### src/rtl/clock_period_meter.sv
// clock_period_meter
//
// Measures the period and high time of a slow, asynchronous clock-like input
// in MasterClock cycles. The input is brought into the MasterClock domain
// through a two-flop synchronizer. A third flop keeps the previous sample so
// that rising and falling edges can be detected.
//
// One measurement is published per input period. PeriodCycles, HighCycles and
// PeriodNs update together, and MeasureValid pulses for one cycle when they
// change. If no rising edge arrives within TimeoutCycles, the sticky Stalled
// flag is raised and the meter re-arms. It then waits for two fresh rising
// edges before it publishes again.

module clock_period_meter #(
    parameter int unsigned MasterPeriod  = 8,
    parameter int unsigned CountWidth    = 32,
    parameter int unsigned TimeoutCycles = 125_000_000
) (
    input  logic                  MasterClock,
    input  logic                  Reset,
    input  logic                  Enable,
    input  logic                  MeasuredClock,
    output logic [CountWidth-1:0] PeriodCycles,
    output logic [CountWidth-1:0] HighCycles,
    output logic [CountWidth-1:0] PeriodNs,
    output logic                  MeasureValid,
    output logic                  Stalled
);

    // FSM encoding: armed-and-waiting versus actively timing a period.
    localparam logic [0:0] WAIT_FIRST = 1'b0;
    localparam logic [0:0] MEASURING  = 1'b1;

    localparam logic [CountWidth-1:0] TIMEOUT      = CountWidth'(TimeoutCycles);
    localparam logic [CountWidth-1:0] PERIOD_SCALE = CountWidth'(MasterPeriod);
    localparam logic [CountWidth-1:0] CNT_ONE      = CountWidth'(1);

    // Synchronizer chain: sync_meta may go metastable; sync_stable is the
    // first sample trusted by the logic; sync_hist is the previous value.
    logic sync_meta;
    logic sync_stable;
    logic sync_hist;

    // Edge and control decodes.
    logic rise;
    logic fall;
    logic measuring;
    logic publish;
    logic timeout_hit;

    // Measurement state.
    logic [0:0]            state;
    logic [CountWidth-1:0] cnt;
    logic [CountWidth-1:0] high_latch;

    // Bring the asynchronous input into the MasterClock domain and keep one
    // extra sample of history for edge detection. This chain keeps running
    // while Enable is low, so an edge already present at re-enable is seen.
    always_ff @(posedge MasterClock) begin
        // NOTE: state elements take non-blocking assignments so that every
        // flop samples the pre-edge value of its neighbour; with blocking
        // assignments the three stages would collapse into one.
        if (Reset) begin
            sync_meta   <= 1'b0;
            sync_stable <= 1'b0;
            sync_hist   <= 1'b0;
        end else begin
            sync_meta   <= MeasuredClock;
            sync_stable <= sync_meta;
            sync_hist   <= sync_stable;
        end
    end

    // Decode edges, and decide whether this cycle publishes or times out.
    // A rise that coincides with the counter reaching TIMEOUT wins, so a
    // period of exactly TimeoutCycles is still reported.
    always_comb begin
        rise        = sync_stable & ~sync_hist;
        fall        = ~sync_stable & sync_hist;
        measuring   = (state == MEASURING);
        publish     = Enable & measuring & rise;
        timeout_hit = Enable & measuring & ~rise & (cnt == TIMEOUT);
    end

    // Run the FSM and the period counter. cnt is 1 on the cycle after a
    // rise, so the next rise P cycles later sees cnt == P.
    always_ff @(posedge MasterClock) begin
        if (Reset) begin
            state <= WAIT_FIRST;
            cnt   <= '0;
        end else if (!Enable) begin
            state <= WAIT_FIRST;
            cnt   <= '0;
        end else if (rise) begin
            state <= MEASURING;
            cnt   <= CNT_ONE;
        end else if (!measuring || timeout_hit) begin
            state <= WAIT_FIRST;
            cnt   <= '0;
        end else if (cnt != TIMEOUT) begin
            cnt <= cnt + CNT_ONE;
        end
    end

    // Capture the high time on each falling edge. While the meter is waiting
    // for its first rise, cnt is 0, and so a fall there records 0.
    always_ff @(posedge MasterClock) begin
        if (Reset || !Enable) begin
            high_latch <= '0;
        end else if (fall) begin
            high_latch <= cnt;
        end
    end

    // Publish a measurement on each rise while measuring. Also maintain the
    // sticky stall flag. The published values hold across stalls and across
    // disabled periods.
    always_ff @(posedge MasterClock) begin
        if (Reset) begin
            PeriodCycles <= '0;
            HighCycles   <= '0;
            PeriodNs     <= '0;
            MeasureValid <= 1'b0;
            Stalled      <= 1'b0;
        end else begin
            MeasureValid <= publish;
            if (publish) begin
                PeriodCycles <= cnt;
                HighCycles   <= high_latch;
                PeriodNs     <= cnt * PERIOD_SCALE;
                Stalled      <= 1'b0;
            end else if (timeout_hit) begin
                Stalled <= 1'b1;
            end
        end
    end

endmodule

### config.mk
export PLATFORM = sky130hd
export DESIGN_NAME = clock_period_meter
export DESIGN_NICKNAME = d
export VERILOG_FILES = /design/src/rtl/clock_period_meter.sv
export SDC_FILE = /design/constraint.sdc
export NUM_CORES = 1
export LEC_CHECK = 0
export ABC_AREA = 1
export BUFFER_PORTS_ARGS = -buffer_cell sky130_fd_sc_hd__buf_2
export CAP_MARGIN = 10
export CORE_ASPECT_RATIO = 0.75
export CORE_MARGIN = 2
export CORE_UTILIZATION = 39
export CTS_CLUSTER_DIAMETER = 50
export DETAILED_ROUTE_END_ITERATION = 10
export GPL_ROUTABILITY_DRIVEN = 1
export PLACE_DENSITY = 0.58
export SYNTH_ARGS = -nofsm -noshare
export SYNTH_HDL_FRONTEND = slang
export SYNTH_SLANG_ARGS = --single-unit
### constraint.sdc
create_clock -name MasterClock -period 1.65 [get_ports MasterClock]
set_clock_uncertainty 0.05 [all_clocks]
set_input_delay 0.0825 -clock MasterClock [delete_from_list [all_inputs] [get_ports MasterClock]]
set_output_delay 0.0825 -clock MasterClock [all_outputs]
set_load 0.005 [all_outputs]
# Word-level counts from Yosys, hierarchy flattened
# Cells that the tools add are included.
[word_totals]
regBits = 163
[op_classes]
n_mux = 5
bitwise_logic = 10
eq_ne = 2
addsub = 1
reduce_logical = 9
[op_table]
columns = ["operator", "n"]
rows = [
  ["$add 32x1->32 const B", 1],
  ["$eq 32x27->1 const B", 1],
  ["$ne 32x27->1 const B", 1],
  ["$and 1x1->1", 6],
  ["$mux 1", 5],
  ["$not 1->1", 4],
  ["$reduce_or 2->1", 2],
  ["$reduce_or 4->1", 1],
  ["$reduce_bool 3->1", 1],
  ["$logic_not 1->1", 2],
  ["$logic_or 1x1->1", 2],
  ["$reduce_bool 2->1", 1],
]

# Depth between registers and ports, before layout
# Gate-level depths: netlist of run 1.
[depth]
ltp_word = 8
mapped_depth = 11
depth_no_buf = 11

# Worst setup path after synthesis of run 1
# OpenSTA, ideal clock, no wires.
[synth_path]
path_type = "reg-to-reg"
start = "reg cnt[0]"
end = "reg cnt[16]"
arrival_time_ns = 1.313
t_required_ns = 1.484
setup_slack_ns = 0.172
setup_time_ns = 0.116
stages_incl_launch_ff = 8
path_cell_list = "dfxtp_1 ha_1 nand2_1 nor3_4 nand2_1 nor2_1 xor2_1 nor2_1"
[synth_via]
elab_chain_cells = 4
word_cells_on_any_way = 6
classes_between = "add/sub (1); eq/ne (2); bitwise (1); reduce/logical (2)"
[synth_lines]
columns = ["item", "line_no", "rtl"]
rows = [
  ["start: declaration", "53", "logic [CountWidth-1:0] cnt;"],
  ["start signal: assignment", "101", "cnt <= cnt + CNT_ONE;"],
  ["branches (longest 4 deep; another with $add 32x1->32)", "-", ""],
]
# Parallel ways; which one is timed is not known.
# A chain may end at the register's enable or synchronous reset.

# Final worst setup path of run 1
[layout_path]
start = "reg cnt[9]"
end = "reg cnt[29]"
# The elaborated chain is that of the path after synthesis.

==> flow_results.org, run 1 <==
** Logic synthesis
- The synthesized netlist devotes 8.75% of its cell area to compound gates.
- Counting distinct cell types in the post-synthesis netlist gives 29.
- Cell types with the largest area share after synthesis :: dfxtp_1 48%, nand2_1 11%, nand3_1 7.5%
- The synthesized netlist devotes 2.68% of its cell area to XOR and XNOR gates.
- After synthesis, flip-flops and latches occupy 48.4% of the total area.
- Dominant combinational cell family by area after synthesis :: simple AND/OR/NAND/NOR gates
- After technology mapping, the gate count stands at 748.
- Counting flops and latches in the post-synthesis netlist gives 134.
- After synthesis, the share of cell area in mux cells is 0%.
- The synthesized netlist devotes 28.3% of its cell area to simple gates.
- The mapped netlist covers 5550 sq um.
- Counting flops with a built-in enable in the synthesized netlist gives 0.
- Fraction of post-synthesis cell area in the top cell type by area :: 48.4%
- Top_reg_cell synth :: dfxtp_1
- Mean cell area of the mapped netlist :: 7.42 sq um
- Yosys top cell by area :: dfxtp_1
- Synth warnings :: 0
- Counting flops with an async set or reset pin after synthesis yields a share of 0%.
- Post-synthesis adder-cell area fraction :: 0.451%

** Worst setup path
- Number of cell instances on the worst register-to-register path :: 9
- The most critical setup path has its endpoint at cnt[29]$_SDFFE_PP0P_.
- Largest incremental delay on the critical path :: 360 ps
- Cell seen most often among critical-path stages :: nand2_1
- STA puts the critical path data required time at 1910 ps.
- Critical Path Sink Type :: register
- The worst register-to-register path begins at cnt[9]$_SDFFE_PP0P_.
- Startpoint of the most critical setup path :: cnt[9]$_SDFFE_PP0P_
- Among all stages on the critical path, the largest delay is contributed by dfxtp_1.
- In this run the worst path has a maximum fanout of 3.
- STA classifies the critical path startpoint as a register.
- Kind of critical path :: register to register
- The endpoint identified for the worst register-to-register timing path is cnt[29]$_SDFFE_PP0P_.
- Critical path buffers and inverters :: 1
- Data on the critical path arrives at its endpoint at 1860 ps.
- Stages on worst setup path :: 9
- Worst R2R Setup Slack :: 50 ps
- Crit path cell chain :: nand2_1 > nor2_1 > nand2_1 > nor3_1 > nand2_1 > nand2_1 > nand2_1 > inv_1 > nor2_1
- Cell family with the largest share of critical-path delay :: simple AND/OR/NAND/NOR gates

** Global route
- Initial antenna violation count :: 0
- Largest net degree at the start of global routing :: 64
- Global-route wire length before repair :: 25.0 mm
- Vias in the first global route :: 4,839
- For this run, the total global-route usage over all layers was measured as 21.1%.
- Sum of overflow across all layers after global routing :: 0

** Min path
- In this run the most critical hold path is launched from Enable.
- In this run the worst hold path is classified as input pin to register.

** Floorplan
- Total I/O pin count :: 102
- Initial standard-cell utilization of the core :: 40.2%
- After floorplanning, the core was sized to cover 13,800 sq um.
- In this run the core area contains 37 standard-cell rows.
- Die area :: 15,200 sq um
- Die boundary height :: 107 um
- The die is 142 um wide.

** Cells and area
- Synthesis-to-layout area growth :: 28.1%
- Final Cell Area :: 7110 sq um
- In the final design database the tool counted 870 nets.
- Excluding fillers, the count of instances in the completed layout stands at 1,051.
- Most common library cell in the layout ignoring fill and taps :: nand2_1
- 0 antenna diodes ended up in the layout.
- The top cell types in the final layout, fill and taps aside, are 167 x nand2_1, 130 x dfxtp_1, 98 x buf_2.
- In the final layout, the share of cells above drive strength 1 is 26.3%.

** CTS
- Reg clk slew, reported paths :: 60 ps
- For the worst-skew pair, the clock arrives at the later sink with an insertion delay of 410 ps.
- The tree built by TritonCTS fans out to 134 sinks.
- The cell sitting at the root of the clock tree is a clkbuf_16.
- TritonCTS clock tree :: built
- Largest buffer count on any clock path :: 2
- H-tree levels :: 4
- TritonCTS created 17 clock buffers.

** Timing
- The routed design could run at a clock period as short as 1600 ps.
- Setup TNS Final :: 0 ps
- Timing would allow up to 626 MHz.
- Final Hold Violating Endpoints :: 0
- Number of endpoints failing setup at the final stage :: 0
- Final Slew Violations :: 0
- In the finished design, the share of the clock period the worst path needs comes to 96.9%.
- Unrepaired setup endpoints after global routing :: yes

** Placed design
- Count of input and output buffers :: 98
- Dpl hpwl :: 11.5 mm
- Standard cell area after detailed placement :: 6370 sq um
- Number of placed instances, taps included :: 1,014
- Final estimated routing congestion in global placement :: 0.980

** Power
- Psw :: 1.59 mW
- Of the total power, the share spent switching nets is 22.7%.
- Power per standard cell area :: 984 nW/um^2
- Sequential cells account for 46.6% of the total power.
- Per report_power, the combinational group accounts for 1.6% of the total.
- Int Pwr :: 5.41 mW
- Power comes to 6.99 mW.
- Share of power burned in the clock network :: 51.8%
- VDD sags by at most 0.660 mV.
- Standby leakage power :: 3.13 nW

** Routing
- Detailed routing inserted a total of 5,195 vias.
- Before antenna repair, the detailed router went through 5 iterations.
- Total wire length :: 15.7 mm
- For this block, the initial DRC count from the detailed router was 418.
- Post-route antenna net violation count :: 0
- Wirelength per Cell :: 15.0 um
- In the routed design, unresolved DRC markers number 0.
- Using the TritonRoute via totals, the vias-per-cell ratio works out to 4.94.

** Outcome
- The run finished with clean final reports.

** Flow run
- # Max-Cap Violations :: 0
cell families after synthesis:
logic type	Yosys count
and+or+nand+nor	366
buffers and inverters	131
AOI/OAI and AO/OA	97
other	1
xor gates and xnor gates	17
DFF	134
adders and majority gates	2
Yosys cell counts, drive strengths merged, types with 2 or more instances:
cell	count
nor3	12
clkbuf	16
nand4	6
inv	66
dfxtp	134
ha	2
nand2	171
a21oi	33
buf	48
xor2	17
nor2	91
nand3	84
o21ai	64
worst min-delay path by stage:
stage | end | slack, ps | cells past startpoint
final | cnt[0]$_SDFFE_PP0P_ | 80 | 5
after global routing | measuring$_SDFFE_PP0P_ | 130 | 5
after CTS | measuring$_SDFFE_PP0P_ | 70 | 5
after detailed placement | sync_meta$_SDFF_PP0_ | 250 | 3
after global placement | sync_meta$_SDFF_PP0_ | 240 | 3
after floorplan | sync_meta$_SDFF_PP0_ | 100 | 1
sequential cells by signal, summed over array words and instances, names as in the netlist:
register	cells
HighCycles	32
PeriodCycles	32
cnt	32
high_latch	32
MeasureValid	1
Stalled	1
measuring	1
sync_hist	1
sync_meta	1
sync_stable	1
worst register-to-register path, delay by kind of cell, from the launching register on:
family        cells  cell delay (ps)
simple gates      8             1040
flops             1              360
buf+inv           1               40
per-layer routing:
metal | wire length [um] | GRT usage [%]
met2 | 6730 | 31.8
met4 | 155 | 6.00
met5 | 0 | 0
met1 | 7910 | 30.8
met3 | 932 | 4.18
stage by stage:
stage	util, %	hold WS (ps)	worst slack (ps)
3_5_place_dp	46.2	251	-12.7
4_1_cts	50.5	70.2	17.0
5_1_grt	51.5	125	-37.1
2_1_floorplan	-	104	172
3_3_place_gp	46.2	243	19.2
6_report	51.5	84.6	51.9
layout make-up:
class	instances	area (sq um)
clock buffers	18	439
clock inverters	13	124
fillers	1343	6690
inverters	67	255
multi-input cells	485	2340
flip-flops and latches	134	2690
well taps	175	219
repair buffers	159	1040
power by group through the flow:
stage / Clock [mW] / Combinational (mW) / Sequential, mW
6_report: 3.62 / 0.113 / 3.26
3_3_place_gp: 0 / 0.101 / 3.33
5_1_grt: 3.83 / 0.123 / 3.26
4_1_cts: 3.68 / 0.109 / 3.26
3_5_place_dp: 0 / 0.103 / 3.33
2_1_floorplan: 0 / 0.0668 / 3.33
repair_timing:
| item | 4_1_cts | 5_1_grt |
|---|---|---|
| buffers inserted | 0 | 2 |
| gates cloned | 0 | 1 |
| endpoints found under the hold margin | 3 | 0 |
| pin swaps | 0 | 7 |
| setup endpoints to repair | 2 | 64 |
| hold buffers | 3 | 0 |
| gates resized for setup | 2 | 34 |
No activity file was read; power rests on OpenSTA's default activity.
==> run 2, diff against run 1 <==
--- a/config.mk
+++ b/config.mk
@@ -6,15 +6,15 @@
 export NUM_CORES = 1
 export LEC_CHECK = 0
 export ABC_AREA = 1
-export BUFFER_PORTS_ARGS = -buffer_cell sky130_fd_sc_hd__buf_2
 export CAP_MARGIN = 10
 export CORE_ASPECT_RATIO = 0.75
 export CORE_MARGIN = 2
 export CORE_UTILIZATION = 39
 export CTS_CLUSTER_DIAMETER = 50
 export DETAILED_ROUTE_END_ITERATION = 10
+export DONT_BUFFER_PORTS = 1
 export GPL_ROUTABILITY_DRIVEN = 1
-export PLACE_DENSITY = 0.58
+export PLACE_DENSITY = 0.52
 export SYNTH_ARGS = -nofsm -noshare
 export SYNTH_HDL_FRONTEND = slang
 export SYNTH_SLANG_ARGS = --single-unit
==> flow_results.org, run 2 (synthesis gave the netlist of run 1 again) <==
** Routing
- The total detailed-routing wirelength was 15.9 mm (+1.3%).
- The routed wire length per instance came to 16.7 um (+12%).
- The number of detailed-route iterations in the first pass came to 5 (unchanged).
- The number of design rule violations left after detail routing was 0 (unchanged).
- The count of nets left with antenna violations after detail routing was 0 (unchanged).
- The number of DRC markers in iteration 0 came to 332 (-21%).
- The via total after detailed routing is 4,941 (-4.9%).
- Via-to-Cell Ratio :: 5.17 (+4.7%)

** Worst setup path
- The worst register-to-register path ends at cnt[31]$_SDFFE_PP0P_.
- The worst endpoint required time came to 1920 ps (about the same).
- Worst reg2reg path startpoint :: cnt[9]$_SDFFE_PP0P_
- The endpoint arrival time on the critical path is 1880 ps (+20 ps).
- The largest fanout of any net on the critical path is 3 (unchanged).
- The worst setup path is captured at a register.
- Startpoint type of the worst setup path :: register
- Kind of critical path :: register to register
- The worst reg-to-reg setup slack is 40 ps (about the same).
- Startpoint of the most critical setup path :: cnt[9]$_SDFFE_PP0P_
- Number of cell instances on the worst register-to-register path :: 10 (+1)

** Floorplan
- Core area :: 13,800 sq um (unchanged)
- The starting utilization of the core area came to 40.2% (unchanged).
- The number of core rows is 37 (unchanged).
- Die Span X :: 142 um (unchanged)
- Die boundary height :: 107 um (unchanged)
- The I/O pin count is 102 (unchanged).
- The die area is 15,200 sq um (unchanged).

** Global route
- The fraction of met1 tracks used by global routing is 31.0% (+0.20 points).
- The via count of the first global-routing pass was 4,421 (-8.6%).
- Largest net degree at the start of global routing :: 66 (+3.1%)
- The remaining global-route overflow came to 0 (unchanged).
- Met2 demand-to-capacity share in global routing :: 30.4% (-1.4 points)
- Initial antenna violation count :: 0 (unchanged)
- The global-route track usage on met3 was 5.52% (+1.3 points).
- The global routing usage summed across all routing layers came to 21.2% (+0.10 points).
- Global-route wire length before repair :: 24.4 mm (-2.3%)
- Busiest layer in global routing :: met1

** Placed design
- The number of port buffers was 0 (-100%).
- Final estimated routing congestion in global placement :: 0.936 (-4.5%)
- Dpl hpwl :: 11.0 mm (-4.7%)

** Cells and area
- Filler cells :: 1,381 (+2.8%)
- Total inserted antenna cells :: 0 (unchanged)
- Synthesis-to-layout area growth :: 19.5%
- Layout cell share with drive strength beyond 1 :: 16.7% (-9.6 points)
- Most common library cell in the layout ignoring fill and taps :: nand2_1
- Top library cells by usage in the layout, fill and taps aside :: 165 x nand2_1, 129 x dfxtp_1, 82 x nand3_1
- The final net count is 773 (-11%).
- The post-route core utilization was 48.1% (-3.5 points).

** Power
- The power spent charging and discharging nets came to 1.52 mW (-4.0%).
- Int Pwr :: 5.65 mW (+4.5%)
- Seq pwr share :: 45.4% (-1.2 points)
- The ratio of total power to cell area was 1080 nW/um^2 (+9.9%).
- The combinational power share came to 1.5% (about the same).
- Share of power burned in the clock network :: 53.0% (+1.2 points)
- The power after layout came to 7.17 mW (+2.5%).
- Fraction of power spent switching nets :: 21.2% (-1.4 points)
- The worst ir drop on vdd was 0.559 mV (-15%).
- Standby leakage power :: 2.62 nW (-16%)

** CTS
- The CTS H-tree depth was 4 (unchanged).
- Total clock buffers created by CTS :: 17 (unchanged)
- Clk_lat worst skew :: 420 ps (about the same)
- Clk Tree Root Cell :: clkbuf_16
- TritonCTS built the clock tree.
- Reg clk slew, reported paths :: 60 ps (about the same)
- Largest buffer count on any clock path :: 2 (unchanged)
- Clock net sink count :: 134 (unchanged)

** Timing
- Minimum clock period :: 1610 ps (+13.6 ps)
- Final Hold Violating Endpoints :: 0 (unchanged)
- Max Clock Freq :: 620 MHz (-0.84%)
- The final cycle utilization of the critical path was 97.7% (+0.82 points).
- The number of max-slew violations in the final report was 0 (unchanged).
- Unrepaired setup endpoints after global routing :: yes
- The setup-violating endpoint count in the final report came to 0 (unchanged).

** Outcome
- Run status :: finished clean

** Min path
- Terminating pin of the worst hold path :: Stalled$_SDFFE_PP0P_
- The worst hold path stage count was 4 (-1).
- Worst hold path startpoint :: Reset
- Type of the worst min-delay path :: input pin to register

** Flow run
- The number of max-capacitance violations reported came to 0 (unchanged).
run 2: routing by layer:
| layer | share of wire (%) | wire length [um] | vias to the layer above |
|---|---|---|---|
| met5 | 0 | 0 | - |
| met4 | 1.2 | 195 | 0 |
| met3 | 6.7 | 1060 | 16 |
| met2 | 43 | 6880 | 175 |
| met1 | 49 | 7810 | 2342 |
| li1 | - | - | 2408 |
run 2: what timing repair did:
action | CTS | global route
gates resized for setup | 1 | 33
endpoints found under the setup margin | 1 | 38
endpoints found under the hold margin | 35 | 0
buffers inserted | 0 | 3
hold buffers | 3 | 0
cloned | 0 | 2
pin swaps | 0 | 4
run 2: final cells by class:
cell class / count / area [sq um] / share of cell area (%)
multi-input cells: 485 / 2320 / 35.0
inverters: 67 / 258 / 3.89
clock buffers: 19 / 433 / 6.53
flip-flops and latches: 134 / 2690 / 40.6
well taps: 175 / 219 / 3.30
clock inverters: 13 / 156 / 2.36
repair buffers: 62 / 552 / 8.32
run 2: critical path, stage by stage, from the launching register on:
cell     delay [ps]
dfxtp_1         390
nand2_1         150
nor2_1          230
nand2_1         120
nor2_1          180
buf_4           160
nand2_1          50
nand2_1          60
nand2_1          40
inv_1            40
nor2_1           30
run 2: power by group through the flow:
stage               registers (mW)  clock network (mW)  logic, mW
floorplan                     3.33                   0     0.0668
global placement              3.33                   0     0.0923
detailed placement            3.33                   0     0.0942
CTS                           3.26                3.87      0.104
global route                  3.26                4.00      0.121
finish                        3.26                3.80      0.109
run 2: how the worst max path moves through the flow:
stage | end | slack, ps | cells past startpoint
2_1_floorplan | cnt[16]$_SDFFE_PP0P_ | 170 | 7
3_3_place_gp | cnt[30]$_SDFFE_PP0P_ | 40 | 9
3_5_place_dp | cnt[26]$_SDFFE_PP0P_ | 10 | 9
4_1_cts | cnt[1]$_SDFFE_PP0P_ | 9 | 9
5_1_grt | cnt[1]$_SDFFE_PP0P_ | -30 | 10
6_report | cnt[31]$_SDFFE_PP0P_ | 40 | 10
run 2: per-stage QoR:
| step | std cells | hold WS (ps) | setup slack [ps] | setup TNS (ps) | area [sq um] |
|---|---|---|---|---|---|
| 2_1_floorplan | 750 | 104 | 172 | 0 | 5550 |
| 3_5_place_dp | 915 | 112 | 14.3 | 0 | 5860 |
| 5_1_grt | 955 | 55.6 | -29.7 | -395 | 6630 |
| 3_3_place_gp | 915 | 110 | 43.8 | 0 | 5860 |
| 4_1_cts | 950 | 23.1 | 9.26 | 0 | 6480 |
| 6_report | 955 | 32.1 | 38.4 | 0 | 6630 |
==> run 3, diff against run 2 <==
--- a/config.mk
+++ b/config.mk
@@ -15,6 +15,7 @@
 export DONT_BUFFER_PORTS = 1
 export GPL_ROUTABILITY_DRIVEN = 1
 export PLACE_DENSITY = 0.52
+export REMOVE_ABC_BUFFERS = 1
 export SYNTH_ARGS = -nofsm -noshare
 export SYNTH_HDL_FRONTEND = slang
 export SYNTH_SLANG_ARGS = --single-unit
==> flow_results.org, run 3 (synthesis gave the netlist of run 1 again) <==
** Worst setup path
- Startpoint of the most critical setup path :: cnt[0]$_SDFFE_PP0P_
- Cell family with the largest share of critical-path delay :: simple AND/OR/NAND/NOR gates
- The largest fanout of any net on the critical path is 8 (+5).
- Largest incremental delay on the critical path :: 370 ps (-20 ps)
- Data required time of the worst path :: 1910 ps (about the same)
- Cell seen most often among critical-path stages :: nor2_1
- The worst reg-to-reg setup slack came to -6 ps (-40 ps).
- The count of buffer and inverter cells on the critical path was 3 (+1).
- Crit-path slowest cell :: dfxtp_4
- Critical Path Sink Type :: register
- Crit path cell chain :: inv_4 > ha_4 > inv_2 > nor2_1 > nand2_1 > nor2_4 > nand3_2 > nand4_4 > clkbuf_16 > nor2_1
- Kind of critical path :: register to register
- Worst path arrival time :: 1920 ps (+40 ps)
- The worst setup path is launched from a register.
- The startpoint identified for the worst register-to-register timing path is cnt[0]$_SDFFE_PP0P_.
- The cell count of the worst reg-to-reg path came to 10 (unchanged).
- The worst register-to-register path ends at cnt[30]$_SDFFE_PP0P_.

** Cells and area
- Top library cells by usage in the layout, fill and taps aside :: 163 x nand2_1, 128 x dfxtp_1, 81 x nand3_1
- Non-filler instance count after layout :: 953 (-0.21%)
- Synthesis-to-layout area growth :: 21.4%
- The library cell used most frequently in the layout, excluding fill and tap cells, is nand2_1.
- Total inserted antenna cells :: 0 (unchanged)
- Number of nets in the final layout :: 771 (-0.26%)
- Final Cell Area :: 6730 sq um (+1.6%)
- Layout cell share with drive strength beyond 1 :: 19.2% (+2.5 points)
- The post-route core utilization was 48.8% (+0.76 points).

** Timing
- Unrepaired setup endpoints after global routing :: yes
- Minimum clock period :: 1660 ps (+44.5 ps)
- The setup-violating endpoint count in the final report is 3 (+3).
- Final Hold Violating Endpoints :: 0 (unchanged)
- Max Clock Freq :: 604 MHz (-2.7%)
- Setup TNS Final :: -12.8 ps (-12.8 ps)
- The number of max-slew violations in the final report is 0 (unchanged).
- The final worst slack was -6.13 ps (-44.5 ps).
- Period utilization :: 100% (+2.7 points)

** Power
- Standby leakage power :: 2.63 nW (+0.50%)
- The worst ir drop on vdd is 0.785 mV (+40%).
- The ratio of total power to cell area was 1080 nW/um^2 (+0.12%).
- Overall Power :: 7.29 mW (+1.7%)

** Outcome
- Run status :: finished, violations left
- The checks that failed: negative setup slack.

** CTS
- TritonCTS clock tree :: built
- The clock-pin slew on the worst setup and hold paths came to 50 ps (about the same).
- Clk Tree Root Cell :: clkbuf_16
- The number of sinks on the clock net came to 134 (unchanged).
- The maximum buffer depth of the clock tree is 2 (unchanged).
- The number of buffers created by CTS came to 17 (unchanged).
- H-tree levels :: 4 (unchanged)
- The clock latency reported for the late side of the worst-skew pair is 420 ps (about the same).

** Global route
- The largest net degree at the start of global routing was 65 (-1.5%).
- Sum of overflow across all layers after global routing :: 0 (unchanged)
- Vias in the first global route :: 4,623 (+4.6%)
- The global routing usage summed across all routing layers is 20.0% (-1.2 points).
- Global-route wire length before repair :: 23.7 mm (-3.0%)
- The initial antenna violation count came to 0 (unchanged).

** Placed design
- The instance count after placement with tap cells included is 913 (-0.22%).
- The cell area reported after detailed placement was 5850 sq um (-0.26%).
- The half-perimeter wire length after detailed placement is 10.0 mm (-8.9%).
- Count of input and output buffers :: 0 (unchanged)
- The placer's final routability congestion estimate was 0.941 (+0.48%).

** Routing
- DRT iter0 DRCs :: 238 (-28%)
- Via-to-Cell Ratio :: 4.95 (-4.3%)
- Overall via count from detail_route :: 4,719 (-4.5%)
- Detailed Routing Iterations Pass 1 :: 5 (unchanged)
- The number of design rule violations left after detail routing was 0 (unchanged).
- The total detailed-routing wirelength was 14.8 mm (-7.3%).
- The routed wire length per instance is 15.5 um (-7.1%).
- Post-route antenna net violation count :: 0 (unchanged)

** Min path
- Type of the worst min-delay path :: input pin to register
- Number of instances on the worst hold path :: 3 (-1)
- Terminating pin of the worst hold path :: sync_meta$_SDFF_PP0_
- The startpoint identified for the worst hold timing path is MeasuredClock.

** Floorplan
- Core area :: 13,800 sq um (unchanged)
- Total I/O pin count :: 102 (unchanged)
- The die width came to 142 um (unchanged).
- Die area :: 15,200 sq um (unchanged)
- The number of core rows is 37 (unchanged).
- The die height is 107 um (unchanged).
- Initial standard-cell utilization of the core :: 40.2% (unchanged)

** Flow run
- # Max-Cap Violations :: 0 (unchanged)
-- run 3: routing by layer --
layer / track usage (%) / wire, um / vias to the layer above
met1: 28.3 / 7610 / 2179
met5: 0 / 0 / -
li1: - / - / 2392
met2: 29.1 / 5970 / 123
met3: 5.69 / 908 / 25
met4: 7.43 / 283 / 0
-- run 3: worst max path at each step --
stage,slack (ps),endpoint,cells after the start
6_report,-6,cnt[30]$_SDFFE_PP0P_,10
5_1_grt,-40,cnt[8]$_SDFFE_PP0P_,10
4_1_cts,3,cnt[30]$_SDFFE_PP0P_,10
3_5_place_dp,-50,cnt[27]$_SDFFE_PP0P_,10
3_3_place_gp,-50,cnt[29]$_SDFFE_PP0P_,9
2_1_floorplan,-1580,PeriodCycles[0]$_SDFFE_PP0P_,6
-- run 3: what timing repair did --
item | CTS | global route
gates resized for setup | 3 | 59
hold buffers | 3 | 0
endpoints found under the setup margin | 33 | 64
endpoints found under the hold margin | 40 | 0
setup buffers | 0 | 2
pin swaps | 0 | 5
gates cloned | 0 | 3
-- run 3: worst reg2reg max path, cell delays in order (launching register included) --
cell and delay [ps]:
dfxtp_4 370, inv_4 70, ha_4 120, inv_2 30
nor2_1 80, nand2_1 100, nor2_4 170, nand3_2 120
nand4_4 170, clkbuf_16 220, nor2_1 50
-- run 3: final cells by class --
cell class	instances	area, sq um
clock buffer	25	495
clock inverter	7	118
fill	1376	7060
inverter	67	258
multi-input combinational	485	2400
sequential	134	2690
tap	175	219
timing repair buffer	60	551
-- run 3: through the flow --
stage	hold WS (ps)	setup WS [ps]
floorplan	104	-1580
global placement	106	-51.7
detailed placement	107	-50.4
CTS	245	3.49
global route	272	-44.4
finish	268	-6.13
-- run 3: power by group --
| group | switching [mW] | internal [mW] |
|---|---|---|
| clock | 1.39 | 2.54 |
| combinational | 0.0748 | 0.0307 |
| sequential | 0.00879 | 3.25 |
